<file path="src/rtl/lock_disp_pkg.sv">
// Glyph constants, message codes and the message-to-glyph lookup
// shared by the lock display scanner.
package lock_disp_pkg;

    localparam logic [6:0] SEG_L     = 7'h38;
    localparam logic [6:0] SEG_O     = 7'h3F;
    localparam logic [6:0] SEG_C     = 7'h39;
    localparam logic [6:0] SEG_K     = 7'h76;
    localparam logic [6:0] SEG_P     = 7'h73;
    localparam logic [6:0] SEG_E     = 7'h79;
    localparam logic [6:0] SEG_N     = 7'h54;
    localparam logic [6:0] SEG_R     = 7'h50;
    localparam logic [6:0] SEG_DASH  = 7'h40;
    localparam logic [6:0] SEG_BLANK = 7'h00;

    typedef enum logic [1:0] {
        MSG_LOCK = 2'd0,
        MSG_OPEN = 2'd1,
        MSG_ERR  = 2'd2,
        MSG_DASH = 2'd3
    } msg_e;

    // pos 3 is the leftmost character; anything past 3 is blank
    function automatic logic [6:0] msg_char(input msg_e msg, input logic [31:0] pos);
        logic [6:0] g;
        g = SEG_BLANK;
        if (pos < 32'd4) begin
            unique case (msg)
                MSG_LOCK: begin
                    case (pos[1:0])
                        2'd3:    g = SEG_L;
                        2'd2:    g = SEG_O;
                        2'd1:    g = SEG_C;
                        default: g = SEG_K;
                    endcase
                end
                MSG_OPEN: begin
                    case (pos[1:0])
                        2'd3:    g = SEG_O;
                        2'd2:    g = SEG_P;
                        2'd1:    g = SEG_E;
                        default: g = SEG_N;
                    endcase
                end
                MSG_ERR: begin
                    case (pos[1:0])
                        2'd3:    g = SEG_E;
                        2'd2:    g = SEG_R;
                        2'd1:    g = SEG_R;
                        default: g = SEG_BLANK;
                    endcase
                end
                MSG_DASH: g = SEG_DASH;
            endcase
        end
        return g;
    endfunction

endpackage

</file>
<file path="src/rtl/lock_char_rom.sv">
// Combinational character ROM: active message and digit position
// to the 7-segment glyph (bit0=a .. bit6=g).
module lock_char_rom
    import lock_disp_pkg::*;
#(
    parameter int IW = 2
) (
    input  msg_e          msg_i,
    input  logic [IW-1:0] pos_i,
    output logic [6:0]    seg_o
);

    assign seg_o = msg_char(msg_i, 32'(pos_i));

endmodule

</file>
<file path="src/rtl/lock_msg_scanner.sv">
// Multi-digit lock-status display scanner with frame-aligned message
// switching and whole-display blink.
module lock_msg_scanner
    import lock_disp_pkg::*;
#(
    parameter int NUM_DIGITS = 4,
    parameter int SCAN_DIV   = 1000,
    parameter int BLINK_DIV  = 250,
    parameter bit ACTIVE_LOW = 1'b0
) (
    input  logic                  clk,
    input  logic                  rst_n,
    input  logic [1:0]            msg_sel,
    input  logic                  load,
    input  logic                  blink_en,
    output logic [6:0]            seg,
    output logic [NUM_DIGITS-1:0] dig_en,
    output logic                  scan_tick,
    output logic                  frame_start
);

    localparam int CW = $clog2(SCAN_DIV);
    localparam int IW = $clog2(NUM_DIGITS);
    localparam int BW = (BLINK_DIV > 1) ? $clog2(BLINK_DIV) : 1;

    localparam logic [CW-1:0] CNT_MAX  = CW'(SCAN_DIV - 1);
    localparam logic [IW-1:0] IDX_MAX  = IW'(NUM_DIGITS - 1);
    localparam logic [BW-1:0] BCNT_MAX = BW'(BLINK_DIV - 1);

    logic [CW-1:0]         cnt_q, cnt_d;
    logic [IW-1:0]         idx_q, idx_d;
    logic [BW-1:0]         bcnt_q, bcnt_d;
    logic                  phase_q, phase_d;
    msg_e                  act_q, act_d;
    msg_e                  pend_q, pend_d;
    logic                  pv_q, pv_d;
    logic [6:0]            seg_q, seg_d;
    logic [NUM_DIGITS-1:0] dig_q, dig_d;
    logic [6:0]            rom_seg;

    lock_char_rom #(
        .IW (IW)
    ) u_rom (
        .msg_i (act_q),
        .pos_i (idx_q),
        .seg_o (rom_seg)
    );

    assign scan_tick   = (cnt_q == CNT_MAX);
    assign frame_start = scan_tick && (idx_q == IDX_MAX);

    always_comb begin
        cnt_d   = scan_tick ? '0 : cnt_q + CW'(1);
        idx_d   = idx_q;
        bcnt_d  = bcnt_q;
        phase_d = phase_q;
        if (scan_tick) begin
            idx_d = frame_start ? '0 : idx_q + IW'(1);
            if (bcnt_q == BCNT_MAX) begin
                bcnt_d  = '0;
                phase_d = ~phase_q;
            end else begin
                bcnt_d = bcnt_q + BW'(1);
            end
        end

        act_d  = act_q;
        pend_d = pend_q;
        pv_d   = pv_q;
        if (frame_start && pv_q) begin
            act_d = pend_q;
            pv_d  = 1'b0;
        end
        // a load on the wrap cycle lands in pending for the next frame
        if (load) begin
            pend_d = msg_e'(msg_sel);
            pv_d   = 1'b1;
        end

        seg_d = (blink_en && phase_q) ? SEG_BLANK : rom_seg;
        dig_d = NUM_DIGITS'(1) << idx_q;
    end

    always_ff @(posedge clk or negedge rst_n) begin
        if (!rst_n) begin
            cnt_q   <= '0;
            idx_q   <= '0;
            bcnt_q  <= '0;
            phase_q <= 1'b0;
            act_q   <= MSG_LOCK;
            pend_q  <= MSG_LOCK;
            pv_q    <= 1'b0;
            seg_q   <= '0;
            dig_q   <= '0;
        end else begin
            cnt_q   <= cnt_d;
            idx_q   <= idx_d;
            bcnt_q  <= bcnt_d;
            phase_q <= phase_d;
            act_q   <= act_d;
            pend_q  <= pend_d;
            pv_q    <= pv_d;
            seg_q   <= seg_d;
            dig_q   <= dig_d;
        end
    end

    assign seg    = ACTIVE_LOW ? ~seg_q : seg_q;
    assign dig_en = ACTIVE_LOW ? ~dig_q : dig_q;

endmodule

</file>
<file path="config.mk">
export PLATFORM = sky130hd
export DESIGN_NAME = lock_msg_scanner
export DESIGN_NICKNAME = d
export VERILOG_FILES = /design/src/rtl/lock_disp_pkg.sv /design/src/rtl/lock_char_rom.sv /design/src/rtl/lock_msg_scanner.sv
export SDC_FILE = /design/constraint.sdc
export NUM_CORES = 1
export LEC_CHECK = 0
export ABC_CLOCK_PERIOD_IN_PS = 3100
export CORE_MARGIN = 2
export CORE_UTILIZATION = 59
export CTS_CLUSTER_DIAMETER = 40
export DETAILED_ROUTE_END_ITERATION = 7
export PLACE_DENSITY = 0.8
export SYNTH_ARGS = -nofsm -noshare
export SYNTH_HDL_FRONTEND = slang
export SYNTH_SLANG_ARGS = --single-unit
export TNS_END_PERCENT = 10
</file>
<file path="constraint.sdc">
create_clock -name clk -period 3.1 [get_ports clk]
set_input_delay 0.62 -clock clk [delete_from_list [all_inputs] [get_ports clk]]
set_output_delay 0.62 -clock clk [all_outputs]
set_load 0.03 [all_outputs]
</file>
==> flow_metrics.tcl, run 1 <==
set metrics [dict create \
    tns_ns 0 \
    tightest_slew_ns 0.451 \
    regToRegSetupSlack_ns 1.18 \
    r2r-start "cnt_q[0]" \
    fillers 202 \
    ys_types 37 \
    multiInputGateArea_um2 709 \
    crit_chain "ha_1 -> and3_1 -> nand3_2 -> inv_2 -> clkdlybuf4s50_1" \
    crit_start "cnt_q[0]" \
    hp-class "flip-flop to flip-flop" \
    setup_viol 0 \
    cp.required_ns 2.48 \
    drive_above_1_share_pct 10.4 \
    final_util_pct 72.1 \
    syn_area_per_cell_um2 10.6 \
    crit_family "buffers and inverters" \
    via_per_inst 5.76 \
    wire_per_inst_um 15.0 \
    die_x_um 57.6 \
    grt_pass1_vias 1252 \
    post_cts_resized 0 \
    first_pass_iters 4 \
    crit_slowest_cell "clkdlybuf4s50_1" \
    ff2ff_path_depth 7 \
    port_buffers 18 \
    regArea_um2 926 \
    synthArstFlopShare_pct 100 \
    n_antenna_cell 0 \
    finalCritPeriodShare_pct 93.5 \
    switchingPower_uw 162 \
    cts.path.max_buffers 2 \
    end_kind "output pin" \
    worstSetupStartpointType "flip-flop" \
    cts_tree "done" \
    ir_drop_uv 380 \
    grt-ovfl-total 0 \
    yosys_warnings 0 \
    place_area_mm2 0.00190 \
    cts_sinks 37 \
    slowest_delay_ns 0.72 \
    fin_skew_ns 0.0159 \
    min_from "phase_q" \
    timing.rr.end "act_q[0]" \
    power_frac_comb_pct 2.4 \
    synthTopCellsByArea "dfrtp_1 (55%), ha_1 (5.2%), o21ai_0 (4.1%)" \
    synth_edf_count 0 \
    clk_pin_slew_ns 0.11 \
    relSlewSlack_pct 70.0 \
    holdPathStages 1 \
    crit_buf_inv 2 \
    ys_seq_elements 37 \
    switching_share_pct 20.6 \
    min_period_ns 2.90 \
    drv_cap 0 \
    initialDrtViolationCount 81 \
    ys_seq_area_share_pct 54.7 \
    globalplace.congestion 0.898 \
    ys.flop_type "dfrtp_1" \
    powerDensity_mw_per_mm2 399 \
    nets 194 \
    num_io_pins 19 \
    die_h_um 57.6 \
    synthToLayoutAreaGrowth_pct 16.5 \
    row_count 19 \
    post-dp-hpwl_mm 2.37 \
    initial_core_util_pct 61.9 \
    finalInstanceArea_mm2 0.00197 \
    netlist_instances 159 \
    endpoint "scan_tick" \
    cp_data_arrival_time_ns 2.28 \
    crit_cells 5 \
    synth_nets 172 \
    insertion_delay_ns 0.34 \
    cts_root_buf "clkbuf_4" \
    clockPowerShare_pct 35.7 \
    fmax_mhz 345 \
    report.power.total_uw 787 \
    vias 1226 \
    grt_max_degree 38 \
    leakage_uw 0.000886 \
    grt_setup_unrepaired "false" \
    cp_max_fo 11 \
    cts_setup_buffers 0 \
    htree_levels 2 \
    ant_nets 0 \
    hold_buffers 0 \
    seqPwrFrac_pct 61.8 \
    hold_viol 0 \
    yosys-top-cells-count "dfrtp_1 (37), o21ai_0 (14), nor2_1 (13)" \
    synth_area_mm2 0.00169 \
    yosysMostFrequentCell "dfrtp_1" \
    grt.total_usage_pct 22.3 \
    slew_viol_final 0 \
    drt-total-wl_mm 3.20 \
    synth_top_area_share_pct 54.7 \
    antenna_found_initial 0 \
    grt_pass1_wl_mm 5.59 \
    route.detailed.drc 0 \
    status "complete, no violations" \
    synth_top_area_cell "dfrtp_1" \
    cts_buffers 5 \
    p_int_uw 625 \
    core_mm2 0.00273 \
    critical_path_class "flip-flop to output pin" \
    dieArea_mm2 0.00331 \
]
cell type report:
| type | instances | area share, % |
|---|---|---|
| clock buffers | 7 | 3.30 |
| inverters | 8 | 1.52 |
| repair buffers | 20 | 10.0 |
| flip-flops and latches | 37 | 47.0 |
| well taps | 31 | 1.97 |
| multi-input cells | 109 | 36.0 |
| clock inverters | 1 | 0.254 |
worst min path at each step:
stage / slack, ns / endpoint
5_1_grt: 0.49 / cnt_q[0]
2_1_floorplan: 0.32 / act_q[0]
3_3_place_gp: 0.44 / cnt_q[0]
4_1_cts: 0.48 / phase_q
3_5_place_dp: 0.46 / phase_q
6_report: 0.48 / phase_q
logic make-up after synthesis:
| group | synth area share (%) |
|---|---|
| mux | 2.66 |
| flops | 54.7 |
| xor+xnor | 3.10 |
| buf+inv | 3.40 |
| fa+ha+maj | 5.17 |
| simple gates | 18.4 |
| compound gates | 12.6 |
registers in the layout, summed over array words and instances (netlist names):
| register | flops |
|---|---|
| idx_q | 2 |
| pend_q | 2 |
| cnt_q | 10 |
| seg | 7 |
| act_q | 2 |
| bcnt_q | 8 |
| dig_en | 4 |
| pv_q | 1 |
| phase_q | 1 |
cell usage in the layout (no fill, tap or decap), types with 2 or more instances in the layout:
| master | n |
|---|---|
| nand3_1 | 5 |
| a21oi_1 | 11 |
| nor2_1 | 13 |
| nor3_1 | 5 |
| xor2_1 | 3 |
| o31ai_1 | 2 |
| or3_1 | 3 |
| nand3_2 | 2 |
| clkdlybuf4s50_1 | 17 |
| clkbuf_4 | 5 |
| mux2_2 | 4 |
| a21o_1 | 2 |
| xnor2_1 | 3 |
| o21ai_0 | 14 |
| and2_1 | 2 |
| clkbuf_8 | 2 |
| nand4_1 | 2 |
| dfrtp_1 | 37 |
| nor2b_1 | 2 |
| and4b_1 | 2 |
| buf_4 | 2 |
| and3_1 | 5 |
| inv_1 | 7 |
| ha_1 | 7 |
| nand2_1 | 10 |
power groups by stage:
stage,combinational [uW],sequential [uW],clock [uW]
2_1_floorplan,2.79,495,0
3_3_place_gp,19.3,496,0
3_5_place_dp,19.8,496,0
4_1_cts,19.8,487,288
5_1_grt,21.8,487,309
6_report,19.0,487,281
through the flow:
| step | setup slack [ns] | hold WS, ns | instances |
|---|---|---|---|
| finish | 0.201 | 0.480 | 213 |
| floorplan | 1.26 | 0.324 | 159 |
| global placement | 0.548 | 0.444 | 205 |
| global route | 0.0737 | 0.495 | 213 |
| CTS | 0.110 | 0.478 | 213 |
| detailed placement | 0.481 | 0.463 | 205 |
routing by layer:
layer | share of wire [%] | routed length, um | vias up | GRT usage (%)
met5 | 0 | 0 | - | 0
met4 | 1.8 | 57 | 0 | 10.6
met3 | 5.0 | 160 | 7 | 6.35
met2 | 49 | 1570 | 35 | 36.5
met1 | 44 | 1410 | 584 | 27.2
li1 | - | - | 600 | -
(Power assumes the default switching activity.)
==> run 2, diff against run 1 <==
--- a/config.mk
+++ b/config.mk
@@ -11,6 +11,7 @@
 export CTS_CLUSTER_DIAMETER = 40
 export DETAILED_ROUTE_END_ITERATION = 7
 export PLACE_DENSITY = 0.8
+export SLEW_MARGIN = 0
 export SYNTH_ARGS = -nofsm -noshare
 export SYNTH_HDL_FRONTEND = slang
 export SYNTH_SLANG_ARGS = --single-unit
==> results of run 2 <==
No change in the layout: final DEF, timing and power equal those of run 1.
